==> src/rtl/rf_ctrl_pkg.sv <==
// Shared definitions for the register-file write-port control slice.
// DW/AW/NREGS size the data path and the architected register set.
// PC_IDX is the program-counter index, which the register file does not hold.
// wb_req_t is one write-port request and is shared with the hazard unit.
package rf_ctrl_pkg;

  localparam int DW    = 32;
  localparam int AW    = 4;
  localparam int NREGS = 15;

  localparam logic [AW-1:0] PC_IDX    = AW'(15);
  localparam logic [AW-1:0] NREGS_IDX = AW'(NREGS);

  typedef struct packed {
    logic          we;
    logic [AW-1:0] dest;
    logic [DW-1:0] data;
  } wb_req_t;

endpackage

==> src/rtl/rf_scoreboard.sv <==
// Pending-write scoreboard for multi-cycle (B) destinations.
// Ports:
//   clk, rst            clock and synchronous active-high reset
//   set_en, set_dest    B op issued; mark set_dest pending
//   clr_en, clr_dest    B entry driven to the register file; clear clr_dest
//   src1/src2, *_use    decode read indices and their true-operand flags
//   hazard              combinational: a used operand is still pending
//   err                 sticky: issue to an index already pending and not clearing
module rf_scoreboard
  import rf_ctrl_pkg::*;
(
  input  logic          clk,
  input  logic          rst,
  input  logic          set_en,
  input  logic [AW-1:0] set_dest,
  input  logic          clr_en,
  input  logic [AW-1:0] clr_dest,
  input  logic [AW-1:0] src1,
  input  logic [AW-1:0] src2,
  input  logic          src1_use,
  input  logic          src2_use,
  output logic          hazard,
  output logic          err
);

  logic [NREGS-1:0] pending;
  logic [NREGS-1:0] set_vec;
  logic [NREGS-1:0] clr_vec;
  logic             set_ok;
  logic             clr_ok;
  logic             dup_issue;

  // Indices at or above NREGS (the PC) are never tracked.
  assign set_ok = set_en && (set_dest < NREGS_IDX);
  assign clr_ok = clr_en && (clr_dest < NREGS_IDX);

  // One-hot set/clear masks for this cycle.
  always_comb begin
    set_vec = '0;
    clr_vec = '0;
    if (set_ok) set_vec[set_dest] = 1'b1;
    if (clr_ok) clr_vec[clr_dest] = 1'b1;
  end

  // Re-issuing to an index that is being cleared this cycle is legal.
  assign dup_issue = set_ok && pending[set_dest] && !clr_vec[set_dest];

  // Set is applied after clear so a same-cycle set on that index wins.
  always_ff @(posedge clk) begin
    if (rst) begin
      pending <= '0;
      err     <= 1'b0;
    end else begin
      pending <= (pending & ~clr_vec) | set_vec;
      if (dup_issue) err <= 1'b1;
    end
  end

  assign hazard = (src1_use && (src1 < NREGS_IDX) && pending[src1]) ||
                  (src2_use && (src2 < NREGS_IDX) && pending[src2]);

endmodule

==> src/rtl/rf_wb_arbiter.sv <==
// Shares the register file's single write port between the pipeline
// write-back (A, never stalled) and a multi-cycle unit (B, valid/ready).
// A always wins. B results go through a one-entry holding buffer and are
// written when A is idle.
// Ports:
//   clk, rst                      clock and synchronous active-high reset
//   a_wb_en, a_dest, a_result     pipeline write-back request
//   b_issue, b_issue_dest         B op launched (scoreboard set)
//   b_valid, b_dest, b_result     B result offered
//   b_ready                       holding buffer can accept a B result
//   src1/src2, src1_use/src2_use  decode operands for the hazard check
//   hazard                        decode must stall on a pending B operand
//   rf_we, rf_dest, rf_data       registered register-file write port
//   err                           sticky double-issue error
module rf_wb_arbiter
  import rf_ctrl_pkg::*;
(
  input  logic          clk,
  input  logic          rst,
  input  logic          a_wb_en,
  input  logic [AW-1:0] a_dest,
  input  logic [DW-1:0] a_result,
  input  logic          b_issue,
  input  logic [AW-1:0] b_issue_dest,
  input  logic          b_valid,
  input  logic [AW-1:0] b_dest,
  input  logic [DW-1:0] b_result,
  output logic          b_ready,
  input  logic [AW-1:0] src1,
  input  logic [AW-1:0] src2,
  input  logic          src1_use,
  input  logic          src2_use,
  output logic          hazard,
  output logic          rf_we,
  output logic [AW-1:0] rf_dest,
  output logic [DW-1:0] rf_data,
  output logic          err
);

  // The holding buffer's we field doubles as its full flag.
  wb_req_t hold_q;
  wb_req_t sel_req;
  logic    sel_b;
  logic    b_take;

  // The buffer can refill in the cycle it drains, so it only blocks B
  // while it is full and A is holding the port.
  assign b_ready = !hold_q.we || !a_wb_en;
  assign b_take  = b_valid && b_ready;
  assign sel_b   = !a_wb_en && hold_q.we;

  // Port select: A first, then the buffered B entry, otherwise idle with
  // dest/data held.
  always_comb begin
    sel_req = '{we: 1'b0, dest: rf_dest, data: rf_data};
    if (a_wb_en) begin
      sel_req = '{we: 1'b1, dest: a_dest, data: a_result};
    end else if (hold_q.we) begin
      sel_req = hold_q;
    end
  end

  // Output registers and holding buffer. A PC-destined request is consumed
  // like any other but never asserts the write enable.
  always_ff @(posedge clk) begin
    if (rst) begin
      rf_we   <= 1'b0;
      rf_dest <= '0;
      rf_data <= '0;
      hold_q  <= '0;
    end else begin
      rf_we   <= sel_req.we && (sel_req.dest != PC_IDX);
      rf_dest <= sel_req.dest;
      rf_data <= sel_req.data;
      if (b_take) begin
        hold_q <= '{we: 1'b1, dest: b_dest, data: b_result};
      end else if (sel_b) begin
        hold_q.we <= 1'b0;
      end
    end
  end

  rf_scoreboard u_scoreboard (
    .clk      (clk),
    .rst      (rst),
    .set_en   (b_issue),
    .set_dest (b_issue_dest),
    .clr_en   (sel_b),
    .clr_dest (hold_q.dest),
    .src1     (src1),
    .src2     (src2),
    .src1_use (src1_use),
    .src2_use (src2_use),
    .hazard   (hazard),
    .err      (err)
  );

endmodule

==> config.mk <==
export PLATFORM = sky130hd
export DESIGN_NAME = rf_wb_arbiter
export DESIGN_NICKNAME = d
export VERILOG_FILES = /design/src/rtl/rf_ctrl_pkg.sv /design/src/rtl/rf_scoreboard.sv /design/src/rtl/rf_wb_arbiter.sv
export SDC_FILE = /design/constraint.sdc
export NUM_CORES = 1
export LEC_CHECK = 0
export BUFFER_PORTS_ARGS = -buffer_cell sky130_fd_sc_hd__buf_2
export CAP_MARGIN = 20
export CORE_MARGIN = 2
export CORE_UTILIZATION = 55
export CTS_CLUSTER_DIAMETER = 40
export CTS_CLUSTER_SIZE = 25
export DETAILED_ROUTE_END_ITERATION = 8
export MAX_ROUTING_LAYER = met4
export PLACE_DENSITY_LB_ADDON = 0.2
export SYNTH_ARGS = -nofsm -noshare
export SYNTH_HDL_FRONTEND = slang
export SYNTH_SLANG_ARGS = --single-unit
==> constraint.sdc <==
create_clock -name clk -period 4.3 [get_ports clk]
set_input_delay 0.215 -clock clk [delete_from_list [all_inputs] [get_ports clk]]
set_output_delay 0.215 -clock clk [all_outputs]
set_load 0.01 [all_outputs]
# Word-level counts from Yosys, hierarchy flattened
# Index checks and enable logic that the tools add are counted.
[totals] ff_bits=90 in_bits=91 elab_cells=60
[op_classes] magnitude_cmp=10 n_eq_ne=1 mux=18 bitwise=3 reduce_logical=20
[op_table] cell="$mux W37" count=2
[op_table] cell="$mux W15" count=2
[op_table] cell="$lt A4 B5 Y1 const B" count=4
[op_table] cell="$bmux W1 S4" count=4
[op_table] cell="$lt A4 B4 Y1 const B" count=4
[op_table] cell="$and A15 B15 Y15" count=1
[op_table] cell="$not A15 Y15" count=1
[op_table] cell="$or A15 B15 Y15" count=1
[op_table] cell="$logic_and A1 B1 Y1" count=13
[op_table] cell="$demux W1 S4" count=2
[op_table] cell="$ge A4 B1 Y1 const B" count=2
[op_table] cell="$mux W1" count=8
[op_table] cell="$ne A4 B4 Y1 const B" count=1
[op_table] cell="$reduce_bool A2 Y1" count=2
[op_table] cell="$logic_not A1 Y1" count=3
[op_table] cell="$logic_or A1 B1 Y1" count=2

# Logic depth before layout (Yosys ltp)
[depth] ltp_word=9 ltp_mapped=7 mapped_depth_nobuf=5

# Hierarchy
# Synthesis repeated with hierarchy kept, for this count alone.
[hier_totals] cells_unflattened=456 hier_area_um2=4380.5
[modules_own_cells] mod="rf_wb_arbiter" instances=1 cells_per_inst=324 area_per_inst_um2=3203.1 seq_area_each_um2=1481.4
[modules_own_cells] mod="rf_scoreboard" instances=1 cells_per_inst=132 area_per_inst_um2=1177.4 seq_area_each_um2=320.3

# Worst setup path before layout
# No wires, ideal clock.
[synth_path] path_kind="register to output" start="register u_scoreboard.pending[5]" end="output port hazard" arrival_ps=1430 slack_ps=2655 path_stages_with_launch=5 path_buffers=0 path_cell_list="dfxtp_1 > mux4_1 > mux4_2 > nand2_1 > o311ai_1"
[synth_between] elab_chain_cells=4 elab_cells_between_ends=7 cone_classes="mux: 4; reduce/logical: 3"
[synth_rtl] item="start, declared" line="rf_scoreboard.sv:26" rtl="logic [NREGS-1:0] pending;"
[synth_rtl] item="start signal, assigned" line="rf_scoreboard.sv:54" rtl="pending <= (pending & ~clr_vec) | set_vec;"
[synth_rtl] item="$bmux W1 S4 (on tied branches)" line="rf_scoreboard.sv:59, rf_scoreboard.sv:60"
[synth_rtl] item="$mux W1 (on tied branches)" line="rf_scoreboard.sv:59, rf_scoreboard.sv:60"
[synth_rtl] item="$logic_and A1 B1 Y1 (on tied branches)" line="rf_scoreboard.sv:59, rf_scoreboard.sv:60"
[synth_rtl] item="$logic_or A1 B1 Y1 (*)" line="rf_scoreboard.sv:59" rtl="assign hazard = (src1_use && (src1 < NREGS_IDX) && pending[src1]) ||"
[synth_rtl] item="end, declared" line="rf_wb_arbiter.sv:33" rtl="output logic hazard,"
# Mark *: on every way between the ends. The rest lies on a longest branch, timed or not. The select of a mux whose other input is x is not followed.

# Worst setup path in the final report
[layout_path] start="register hold_q[36] in the netlist's numbering" end="register u_scoreboard.err"
[layout_between] elab_chain_cells=7
[layout_rtl] item="start, declared" line="rf_wb_arbiter.sv:41" rtl="wb_req_t hold_q;"
[layout_rtl] item="start signal, assigned" line="rf_wb_arbiter.sv:76" rtl="hold_q <= '{we: 1'b1, dest: b_dest, data: b_result};"
[layout_rtl] item="$logic_and A1 B1 Y1" line="rf_wb_arbiter.sv:50" rtl="assign sel_b = !a_wb_en && hold_q.we;"
[layout_rtl] item="$logic_and A1 B1 Y1" line="rf_scoreboard.sv:35" rtl="assign clr_ok = clr_en && (clr_dest < NREGS_IDX);"
[layout_rtl] item="$mux W15" line="rf_scoreboard.sv:42" rtl="if (clr_ok) clr_vec[clr_dest] = 1'b1;"
[layout_rtl] item="$bmux W1 S4" line="rf_scoreboard.sv:46" rtl="assign dup_issue = set_ok && pending[set_dest] && !clr_vec[set_dest];"
[layout_rtl] item="$mux W1 (not written as such)" line="rf_scoreboard.sv:46"
[layout_rtl] item="$logic_not A1 Y1" line="rf_scoreboard.sv:46"
[layout_rtl] item="$logic_and A1 B1 Y1" line="rf_scoreboard.sv:46"
[layout_rtl] item="end signal, assigned" line="rf_scoreboard.sv:52" rtl="err <= 1'b0;"
[layout_rtl] item="end signal, assigned" line="rf_scoreboard.sv:55" rtl="if (dup_issue) err <= 1'b1;"
[layout_rtl] item="end, declared" line="rf_scoreboard.sv:23" rtl="output logic err"
# Every way passes these cells. The select of a mux whose other input is x is not followed.
# A chain may end at the register's enable or synchronous reset.

==> metrics.md <==
| Metric | Value |
|---|---|
| FF-to-FF Start | `hold_q[36]` |
| Critical path class | `reg -> reg` |
| Syn avg cell area | `approximately 8.1 um2` |
| Final clock skew | `between 0.01 and 0.015 ns` |
| Commonest cells after routing, fill and taps aside | `buf_2, nand2_1, a21oi_1` |
| Total core area | `around 0.007 mm2` |
| Inserted Diodes | `0` |
| Sequential fraction of the synthesis area | `44.7%` |
| Synthesized Nets | `slightly below 600` |
| Total track usage | `about a quarter` |
| Leading cell type in the layout, fill and taps excluded | `buf_2` |
| Path depth of the worst reg2reg path | `5` |
| Worst Path Arrival | `around 2.4 ns` |
| Crit path cell chain | `buf_4 -> nand2_1 -> or3_1 -> o41ai_1 -> o32ai_1` |
| Fin crit period | `about 2.3 ns` |
| # fillers | `between 600 and 700` |
| Synth Instances | `about 500` |
| Worst Hold Depth | `3` |
| Gpl congestion | `about 0.93` |
| Vias per cell | `roughly 5.4` |
| Min-delay src | `a_result[29]` |
| Post-synth ARST share | `0%` |
| Synth area leader | `dfxtp_1` |
| Worst-path clk slew | `around 0.10 ns` |
| Final slew viol count | `0` |
| Final wirelength | `just under 10000 um` |
| Drt pass-1 iters | `5` |
| DR iter-0 viols | `203` |
| Number of global-route vias before repair | `around 3300` |
| Root Buffer | `clkbuf_8` |
| Worst setup EP type | `flop` |
| FMAX | `between 0.4 and 0.5 GHz` |
| Post-CTS Setup Bufs | `0` |
| Worst VDD drop | `between 200 and 250 uV` |
| Status | `finished clean` |
| Unrepaired setup endpoints after global routing | `false` |
| GRT Residual Overflow | `0` |
| Pin count of the biggest net entering global routing | `79` |
| Maximum clock insertion buffer count | `2` |
| Synth top area share | `~45%` |
| Count of final setup violators | `0` |
| Met1 Resource Use GR | `33.1%` |
| Hold path endpoint | `rf_data[29]` |
| Total CTS buffers | `9` |
| Post-DP HPWL | `about 6700 um` |
| IO buf count | `130` |
| Post-detailed-route DRC marker count | `0` |
| TritonCTS clock tree | `yes` |
| Pwr/cell area | `about 340 mW/mm2` |
| Num rows | `31` |
| Global-route wire length before repair | `15000 um` |
| Worst min path class | `in -> reg` |
| Nets | `approximately 700` |
| Number of synthesized flops with an enable pin | `0` |
| Initial Util | `between 50% and 60%` |
| Vias | `slightly below 4000` |
| Most used DFF post-synth | `dfxtp_1` |
| Resize count post-CTS | `0` |
| I/O pins | `around 130` |
| Worst path slowest cell | `buf_4` |
| Setup TNS | `0 ns` |
| Met2 usage | `between 30 and 40%` |
| Area grow syn2layout | `21.0%` |
| Chip Height | `~90 um` |
| Total clock sinks | `90` |
| Synth area leaders | `dfxtp_1, a21oi_1, mux2i_1` |
| Hold Buf Count CTS | `0` |
| Met3 Use GR | `3.75%` |
| Initial antenna violation count | `0` |
| Chip Width | `between 80 and 90 um` |
| Slowest Stage Delay on Critical Path | `approximately 0.50 ns` |
| Max cap viols | `0` |
| Busiest grt layer | `met2` |
| Yosys warns | `0` |
| Number of library cell types mapped by synthesis | `34` |
| Final period utilization | `around 52%` |
| Worst-margin pin slew | `around 0.90 ns` |
| CP Launch Type | `flop` |
| Die ar. | `~0.008 mm2` |
| Yosys reg bits | `90` |
| Design Area, Final | `between 0.004 and 0.005 mm2` |
| Number of routed nets with antenna violations | `0` |
| Worst-path maximum fanout | `33` |
| H-tree Lvls | `3` |
| Reg-to-Reg End | `u_scoreboard.err` |
| Clk_lat worst skew | `0.35 ns` |
| Placed Area | `0.00470 mm2` |
| R2r setup slk | `slightly above 2 ns` |
| Slew headroom | `between 40% and 50%` |
| Static leakage | `0.00213 uW` |
| Final core occ | `between 60% and 70%` |
| Fin. Hold Viols | `0` |
| Drt wl/cell | `between 10 and 15 um` |
| Worst path required time | `~4.5 ns` |
| Post-Syn Area | `0.00403 mm2` |
| Share of cells above drive strength 1 | `25.8%` |
-- power breakdown --
part / internal, uW / switching (uW)
clock network: 214 / 299
logic: 107 / 138
registers: 878 / 28.8
total: 1200 / 466
-- routing by layer --
layer,vias up,routed length (um),share of wire (%)
met4,0,128,1.3
li1,1926,-,-
met3,13,588,6.1
met1,1795,4310,44
met2,139,4660,48
met5,-,0,0
-- registers in the layout (all words and copies together), names as in the netlist --
| name | flops |
|---|---|
| u_scoreboard.pending | 15 |
| u_scoreboard.err | 1 |
| hold_q | 37 |
| rf_data | 32 |
| rf_dest | 4 |
| rf_we | 1 |
-- cells in the mapped netlist, types with 2 or more instances --
| master | number |
|---|---|
| buf_2 | 7 |
| nor3_1 | 4 |
| a21oi_1 | 90 |
| mux2_2 | 2 |
| o22ai_1 | 2 |
| nand2b_1 | 3 |
| nor2b_1 | 2 |
| a31oi_1 | 3 |
| o21ai_0 | 16 |
| buf_1 | 3 |
| mux4_1 | 3 |
| dfxtp_1 | 90 |
| mux2i_1 | 40 |
| nand3_1 | 4 |
| nand2_1 | 99 |
| clkbuf_1 | 23 |
| inv_1 | 7 |
| o41ai_1 | 2 |
| and3_1 | 2 |
| mux4_2 | 6 |
| nor2_1 | 78 |
-- cells by family after synthesis --
| family | Yosys count | synth area share [%] |
|---|---|---|
| DFF | 90 | 44.7 |
| muxes | 51 | 15.8 |
| and+or+nand+nor | 197 | 19.4 |
| AOI/OAI and AO/OA | 118 | 15.5 |
| xor gates and xnor gates | 2 | 0.435 |
| buffers and inverters | 41 | 4.13 |
-- worst max-delay path by stage --
stage / start / end / slack (ns) / depth (start not counted)
3_5_place_dp: hold_q[36] / u_scoreboard.err / 2.12 / 5
5_1_grt: hold_q[36] / u_scoreboard.err / 1.81 / 5
2_1_floorplan: u_scoreboard.pending[5] / hazard / 2.65 / 4
6_report: hold_q[36] / u_scoreboard.err / 2.05 / 5
4_1_cts: u_scoreboard.pending[5] / hazard / 2.06 / 5
3_3_place_gp: hold_q[36] / u_scoreboard.err / 2.15 / 5
-- critical path, delay by kind of cell, from the launching register on --
kind            cells  cell delay [ns]
flops               1             0.49
simple gates        2             0.59
buf+inv             1             0.50
compound gates      2             0.50
-- cell type report --
cell class                      count  area (um2)  area share, %
Clock buffer                       11         131           2.70
Clock inverter                      5        40.0          0.822
Inverter                            7        26.3          0.539
Multi-Input combinational cell    368        2060           42.3
Sequential cell                    90        1800           37.0
Tap cell                           99         124           2.54
Timing Repair Buffer              135         688           14.1
-- through the flow --
step                      power, uW  worst slack (ns)  cells  hold slack [ns]
after floorplan                1070              2.65    499            0.332
after global placement         1160              2.15    699            0.441
after detailed placement       1170              2.12    699            0.446
after CTS                      1680              2.06    715           0.0724
after global routing           1740              1.81    715           0.0806
final                          1660              2.05    715           0.0879
(Power assumes the default switching activity.)
